==> src/rtl/led_pio_pkg.sv <==
// led_pio_pkg: register map and INFO word layout shared by the LED PIO block.
package led_pio_pkg;
  localparam logic [2:0] ADDR_DATA         = 3'd0;
  localparam logic [2:0] ADDR_SET          = 3'd1;
  localparam logic [2:0] ADDR_CLR          = 3'd2;
  localparam logic [2:0] ADDR_TGL          = 3'd3;
  localparam logic [2:0] ADDR_BLINK_EN     = 3'd4;
  localparam logic [2:0] ADDR_BLINK_PERIOD = 3'd5;
  localparam logic [2:0] ADDR_PWM_DUTY     = 3'd6;
  localparam logic [2:0] ADDR_INFO         = 3'd7;

  typedef struct packed {
    logic [7:0] pwm_bits;
    logic [7:0] prescale_w;
    logic [7:0] rsvd;
    logic [7:0] width;
  } info_t;

  function automatic info_t info_word(input int width, input int prescale_w, input int pwm_bits);
    info_word = '{pwm_bits: 8'(pwm_bits), prescale_w: 8'(prescale_w), rsvd: 8'h00, width: 8'(width)};
  endfunction
endpackage

==> src/rtl/led_pio_timebase.sv <==
// led_pio_timebase: blink prescaler and free-running PWM generator shared by all channels.
module led_pio_timebase
  import led_pio_pkg::*;
#(
  parameter int PRESCALE_W = 24,
  parameter int PWM_BITS   = 8
) (
  input  logic                  clk,
  input  logic                  reset_n,
  input  logic [PRESCALE_W-1:0] period_i,
  input  logic                  period_wr_i,
  input  logic [PWM_BITS:0]     duty_i,
  output logic                  blink_phase,
  output logic                  pwm_on
);
  logic [PRESCALE_W-1:0] blink_cnt_q, blink_cnt_d;
  logic                  phase_q, phase_d;
  logic [PWM_BITS-1:0]   pwm_cnt_q;
  logic                  idle, terminal;

  // A period write restarts the prescaler and beats a coincident terminal count.
  always_comb begin
    idle        = period_i == '0;
    terminal    = !idle && blink_cnt_q == period_i - PRESCALE_W'(1);
    blink_cnt_d = period_wr_i || idle || terminal ? '0 : blink_cnt_q + PRESCALE_W'(1);
    phase_d     = period_wr_i || idle ? 1'b1 : phase_q ^ terminal;
  end

  always_ff @(posedge clk or negedge reset_n) begin
    if (!reset_n) begin
      blink_cnt_q <= '0;
      phase_q     <= 1'b1;
      pwm_cnt_q   <= '0;
    end else begin
      blink_cnt_q <= blink_cnt_d;
      phase_q     <= phase_d;
      pwm_cnt_q   <= pwm_cnt_q + PWM_BITS'(1);
    end
  end

  assign blink_phase = phase_q;
  assign pwm_on      = {1'b0, pwm_cnt_q} < duty_i;
endmodule

==> src/rtl/led_pio_ctrl.sv <==
// led_pio_ctrl: Avalon-MM LED/PIO output port with set/clear/toggle, shared blink and PWM dimming.
module led_pio_ctrl
  import led_pio_pkg::*;
#(
  parameter int               WIDTH       = 21,
  parameter logic [WIDTH-1:0] RESET_VALUE = '0,
  parameter int               PRESCALE_W  = 24,
  parameter int               PWM_BITS    = 8
) (
  input  logic             clk,
  input  logic             reset_n,
  input  logic [2:0]       address,
  input  logic             chipselect,
  input  logic             write_n,
  input  logic [31:0]      writedata,
  output logic [31:0]      readdata,
  output logic [WIDTH-1:0] out_port
);
  localparam info_t INFO = info_word(WIDTH, PRESCALE_W, PWM_BITS);

  logic [WIDTH-1:0]      data_q, data_d, blink_en_q, blink_en_d, out_q, out_d, wd;
  logic [PRESCALE_W-1:0] period_q, period_d;
  logic [PWM_BITS:0]     duty_q, duty_d;
  logic                  wr, period_wr, blink_phase, pwm_on;
  logic                  unused_wd;

  assign unused_wd = ^writedata;

  always_comb begin
    wr         = chipselect && !write_n;
    wd         = writedata[WIDTH-1:0];
    period_wr  = wr && address == ADDR_BLINK_PERIOD;
    data_d     = !wr                   ? data_q :
                 address == ADDR_DATA  ? wd :
                 address == ADDR_SET   ? data_q | wd :
                 address == ADDR_CLR   ? data_q & ~wd :
                 address == ADDR_TGL   ? data_q ^ wd : data_q;
    blink_en_d = wr && address == ADDR_BLINK_EN ? wd : blink_en_q;
    period_d   = period_wr ? writedata[PRESCALE_W-1:0] : period_q;
    duty_d     = wr && address == ADDR_PWM_DUTY ? writedata[PWM_BITS:0] : duty_q;
    out_d      = data_q & (~blink_en_q | {WIDTH{blink_phase}}) & {WIDTH{pwm_on}};
    readdata   = address == ADDR_INFO         ? 32'(INFO) :
                 address == ADDR_BLINK_EN     ? 32'(blink_en_q) :
                 address == ADDR_BLINK_PERIOD ? 32'(period_q) :
                 address == ADDR_PWM_DUTY     ? 32'(duty_q) : 32'(data_q);
  end

  // Duty resets to 2^PWM_BITS so channels come up fully on, undimmed.
  always_ff @(posedge clk or negedge reset_n) begin
    if (!reset_n) begin
      data_q     <= RESET_VALUE;
      blink_en_q <= '0;
      period_q   <= '0;
      duty_q     <= {1'b1, {PWM_BITS{1'b0}}};
      out_q      <= RESET_VALUE;
    end else begin
      data_q     <= data_d;
      blink_en_q <= blink_en_d;
      period_q   <= period_d;
      duty_q     <= duty_d;
      out_q      <= out_d;
    end
  end

  led_pio_timebase #(
    .PRESCALE_W(PRESCALE_W),
    .PWM_BITS  (PWM_BITS)
  ) u_timebase (
    .clk        (clk),
    .reset_n    (reset_n),
    .period_i   (period_q),
    .period_wr_i(period_wr),
    .duty_i     (duty_q),
    .blink_phase(blink_phase),
    .pwm_on     (pwm_on)
  );

  assign out_port = out_q;
endmodule

==> config.mk <==
export PLATFORM = sky130hd
export DESIGN_NAME = led_pio_ctrl
export DESIGN_NICKNAME = d
export VERILOG_FILES = /design/src/rtl/led_pio_pkg.sv /design/src/rtl/led_pio_timebase.sv /design/src/rtl/led_pio_ctrl.sv
export SDC_FILE = /design/constraint.sdc
export NUM_CORES = 1
export LEC_CHECK = 0
export ABC_CLOCK_PERIOD_IN_PS = 3350
export BUFFER_PORTS_ARGS = -buffer_cell sky130_fd_sc_hd__buf_4
export CORE_MARGIN = 2
export CORE_UTILIZATION = 59
export CTS_CLUSTER_DIAMETER = 50
export DETAILED_ROUTE_END_ITERATION = 16
export GPL_ROUTABILITY_DRIVEN = 1
export GPL_TIMING_DRIVEN = 0
export PLACE_DENSITY = 0.8
export SYNTH_ARGS = -nofsm -noshare
export SYNTH_HDL_FRONTEND = slang
export SYNTH_SLANG_ARGS = --single-unit
==> constraint.sdc <==
create_clock -name clk -period 3.35 [get_ports clk]
set_input_delay 0.335 -clock clk [delete_from_list [all_inputs] [get_ports clk]]
set_output_delay 0.335 -clock clk [all_outputs]
set_load 0.05 [all_outputs]
==> run metrics <==
run status=complete, no violations; flip-flop and latch count after synthesis=129; most frequent cells in the layout=sky130_fd_sc_hd__dfrtp_1 (127), sky130_fd_sc_hd__nor2_1 (93), sky130_fd_sc_hd__buf_4 (92), sky130_fd_sc_hd__nand2_1 (83), sky130_fd_sc_hd__o21ai_0 (70); count of unique library cells instantiated by Yosys=61; H-tree depth reported by CTS=4; proportion of synthesized flip-flops having asynchronous set or reset=100%; DIE WIDTH=roughly 120 um; Area Growth Syn to Fin=19.5%; number of DRC markers in iteration 0=~760; cell leakage power=4.43 nW; Synth Area per Inst=9.06 um^2; starting density of the core=60.3%; CTS tree=yes; number of buffers created by CTS=17; footprint of the flip-flops and latches=3230 um^2; tightest hold margin=0.143 ns; Post-synth top flop=sky130_fd_sc_hd__dfrtp_1; number of standard cells after synthesis=about 900; wire length per cell=19.1 um; number of buffers added on ports=76; largest fanout of any net on the critical path=10; vias per std cell=just over 6; Synth Area in XOR/XNOR=6.83%; number of design rule violations left after detail routing=0; number of standard cells in the final layout excluding fillers=1176; setup repair after global routing missed its margin=false; combinational family with the most area after synthesis=compound AO/OA/AOI/OAI gates; Overall Global Routing Usage=32.5%; Worst slew margin=46.9%; Filler Cell Count=between 1000 and 1500; number of global-route vias before repair=between 6000 and 7000; skew final=0.0119 ns; later-pin clock latency in the skew report=around 0.43 ns; total grt overflow=0; post-synthesis share of cell area spent on full adders, half adders and majority gates=8.34%; critical path, cell by cell=inv_1 -> ha_1 -> nor3b_4 -> buf_4 -> and3b_1 -> o22ai_1 -> o21a_1 -> or4_1 -> nor4_4 -> nand2b_1 -> buf_4 -> buf_6 -> nor2_1; number of sinks driven by the clock tree=129; Worst Setup Slack, final=0.120 ns; compound-gate portion of the synthesized area=16.6%; fin. max-slew vios=0; startpoint-to-endpoint class of the critical path=reg2reg; dpl cell area=8790 um^2; CP peak stage delay=0.58 ns; setup violation total in the final timing report=0; clock transition at the registers of the reported paths=0.06 ns; combined area of the multi-input logic cells=4270 um^2; Bufs on Longest Clock Path=2; worst-path cell with the longest stage delay=sky130_fd_sc_hd__or4_1; global-route wire length before repair=roughly 36 mm; fin crit period=3.23 ns; total wire length=22.5 mm; largest net degree at the start of global routing=70; Placed Instances=1136; Tot Pwr=~6.3 mW; post-layout util=72.0%; Buf+Inv Stages, Crit Path=4; pre-CTS WS=-0.118 ns; die area=14400 um^2; Arrival @ worst endpoint=3.54 ns; clock tree root buffer cell=sky130_fd_sc_hd__clkbuf_16; count of standard-cell rows=between 40 and 50; multiplexer fraction of the synthesized cell area=approximately 5.1%; Pre-antenna DRT Iters=5; HP Class=in2reg; Crit path required time=about 3.7 ns; vertical die dimension=between 100 and 150 um; share of final-layout standard cells stronger than drive strength 1=about 17%; total via count after detailed routing=7166; Post-synth EDFFs=0; sum of net half-perimeters after detailed placement=15.4 mm; Synth warnings=0; antenna diode count=0; final hold violations=0; achievable clock frequency=roughly 310 MHz; most common cell after layout, fill and taps aside=sky130_fd_sc_hd__dfrtp_1; num ports=92; transition time of the tightest slew-check pin=0.796 ns; Post-Route Setup TNS=0 ns; post-synthesis share of cell area spent on and, or, nand and nor gates=16.0%; crit-path most repeated cell=sky130_fd_sc_hd__buf_4; final weighted congestion in routability-driven placement=just over 0.9; Netlist Area Pre-Place=7950 um^2; cell type group with the largest total delay on the critical path=simple AND/OR/NAND/NOR gates; number of routed nets with antenna violations=0; kind of start point of the critical path=register; Placeable Area=13200 um^2; maximum vdd ir drop=0.455 mV; Post-Layout Inst Area=between 9000 and 10000 um^2; number of nets in the final layout=1081; Pwr Density=around 660 nW/um^2; initial antenna violation count=0; sequential area share after synthesis=40.6%; CP endpoint kind=register; final worst path period share=96.4%; Max-cap violations=0
-- state kept, by name, summed over array words and instances, names as in the netlist --
| signal | flops |
|---|---|
| data_q | 21 |
| blink_en_q | 21 |
| u_timebase.pwm_cnt_q | 8 |
| duty_q | 9 |
| u_timebase.blink_cnt_q | 24 |
| out_port | 21 |
| period_q | 24 |
| u_timebase.blink_phase | 1 |
-- power by group --
group,switching (mW),internal (mW),leakage [nW],total [mW]
clock,0.663,1.20,0.295,1.86
combinational,1.37,0.802,2.58,2.17
sequential,0.334,1.90,1.56,2.23
-- logic make-up after synthesis --
logic type               after synthesis
AND/OR/NAND/NOR                      264
AO/OA/AOI/OAI                        206
flip-flops                           129
buffers and inverters                124
XOR/XNOR                              62
adder cells (fa/ha/maj)               53
multiplexers                          38
other                                  1
-- cells in the mapped netlist, drive strengths merged (5+ instances only) --
cell / number / area (um^2)
o21ai: 70 / 350
nand2: 83 / 312
or4: 5 / 45.0
a221oi: 19 / 166
dfrtp: 127 / 3180
nor4: 5 / 73.8
nand3: 12 / 60.1
nand2b: 12 / 75.1
xor2: 36 / 315
xnor2: 26 / 228
nor2: 94 / 353
a21o: 5 / 37.5
mux2: 22 / 248
nand4: 10 / 68.8
mux2i: 16 / 160
a211oi: 20 / 150
nor3: 11 / 55.1
o21a: 7 / 52.6
o221ai: 11 / 96.3
and3: 11 / 68.8
a21oi: 38 / 190
o22ai: 16 / 100
ha: 53 / 663
clkbuf: 44 / 165
buf: 20 / 123
inv: 59 / 221
-- worst register-to-register path, cell delays in order, from the launching register on --
cell and delay, ns:
sky130_fd_sc_hd__dfrtp_1 0.50, sky130_fd_sc_hd__inv_1 0.13, sky130_fd_sc_hd__ha_1 0.27, sky130_fd_sc_hd__nor3b_4 0.19, sky130_fd_sc_hd__buf_4 0.19, sky130_fd_sc_hd__and3b_1 0.21
sky130_fd_sc_hd__o22ai_1 0.07, sky130_fd_sc_hd__o21a_1 0.21, sky130_fd_sc_hd__or4_1 0.58, sky130_fd_sc_hd__nor4_4 0.20, sky130_fd_sc_hd__nand2b_1 0.17, sky130_fd_sc_hd__buf_4 0.16
sky130_fd_sc_hd__buf_6 0.16, sky130_fd_sc_hd__nor2_1 0.07
-- final cells by class --
cell class | count | area share [%]
timing repair buffer | 87 | 7.15
multi-input combinational | 630 | 44.9
sequential | 129 | 34.0
tap | 176 | 2.32
buffer | 64 | 3.03
clock buffer | 25 | 5.43
clock inverter | 5 | 0.790
inverter | 60 | 2.37
-- worst paths after layout --
| path | to | startpoint | cells after the start | slack, ns |
|---|---|---|---|---|
| worst max register to register | u_timebase.blink_cnt_q[21] | period_q[0] | 13 | 0.12 |
| max in group asynchronous | duty_q[8] | reset_n | 3 | 2.10 |
| min in group asynchronous | blink_en_q[15] | reset_n | 2 | 0.45 |
| worst min-delay path | period_q[22] | writedata[22] | 2 | 0.14 |
| worst min register to register | blink_en_q[0] | blink_en_q[0] | 2 | 0.48 |
| worst max-delay path | u_timebase.blink_cnt_q[21] | period_q[0] | 13 | 0.12 |
-- per-layer routing --
layer  part of all wire (%)  global-route usage (%)  wire [um]  up-vias
li1                       -                       -          -     3259
met4                    3.2                    14.3        728        0
met5                      0                       0          0        -
met3                    8.9                    7.13       1990       61
met1                     42                    44.1       9340     3429
met2                     46                    50.1      10400      417
-- what timing repair did --
action | CTS | global route
hold endpoints to repair | 60 | 0
hold buffers | 1 | 0
pin swaps | 1 | 3
buffers inserted | 4 | 5
setup endpoints to repair | 24 | 24
resized for setup | 1 | 7
gates cloned | 0 | 0
Note: power is estimated with default switching activity, not from simulation.
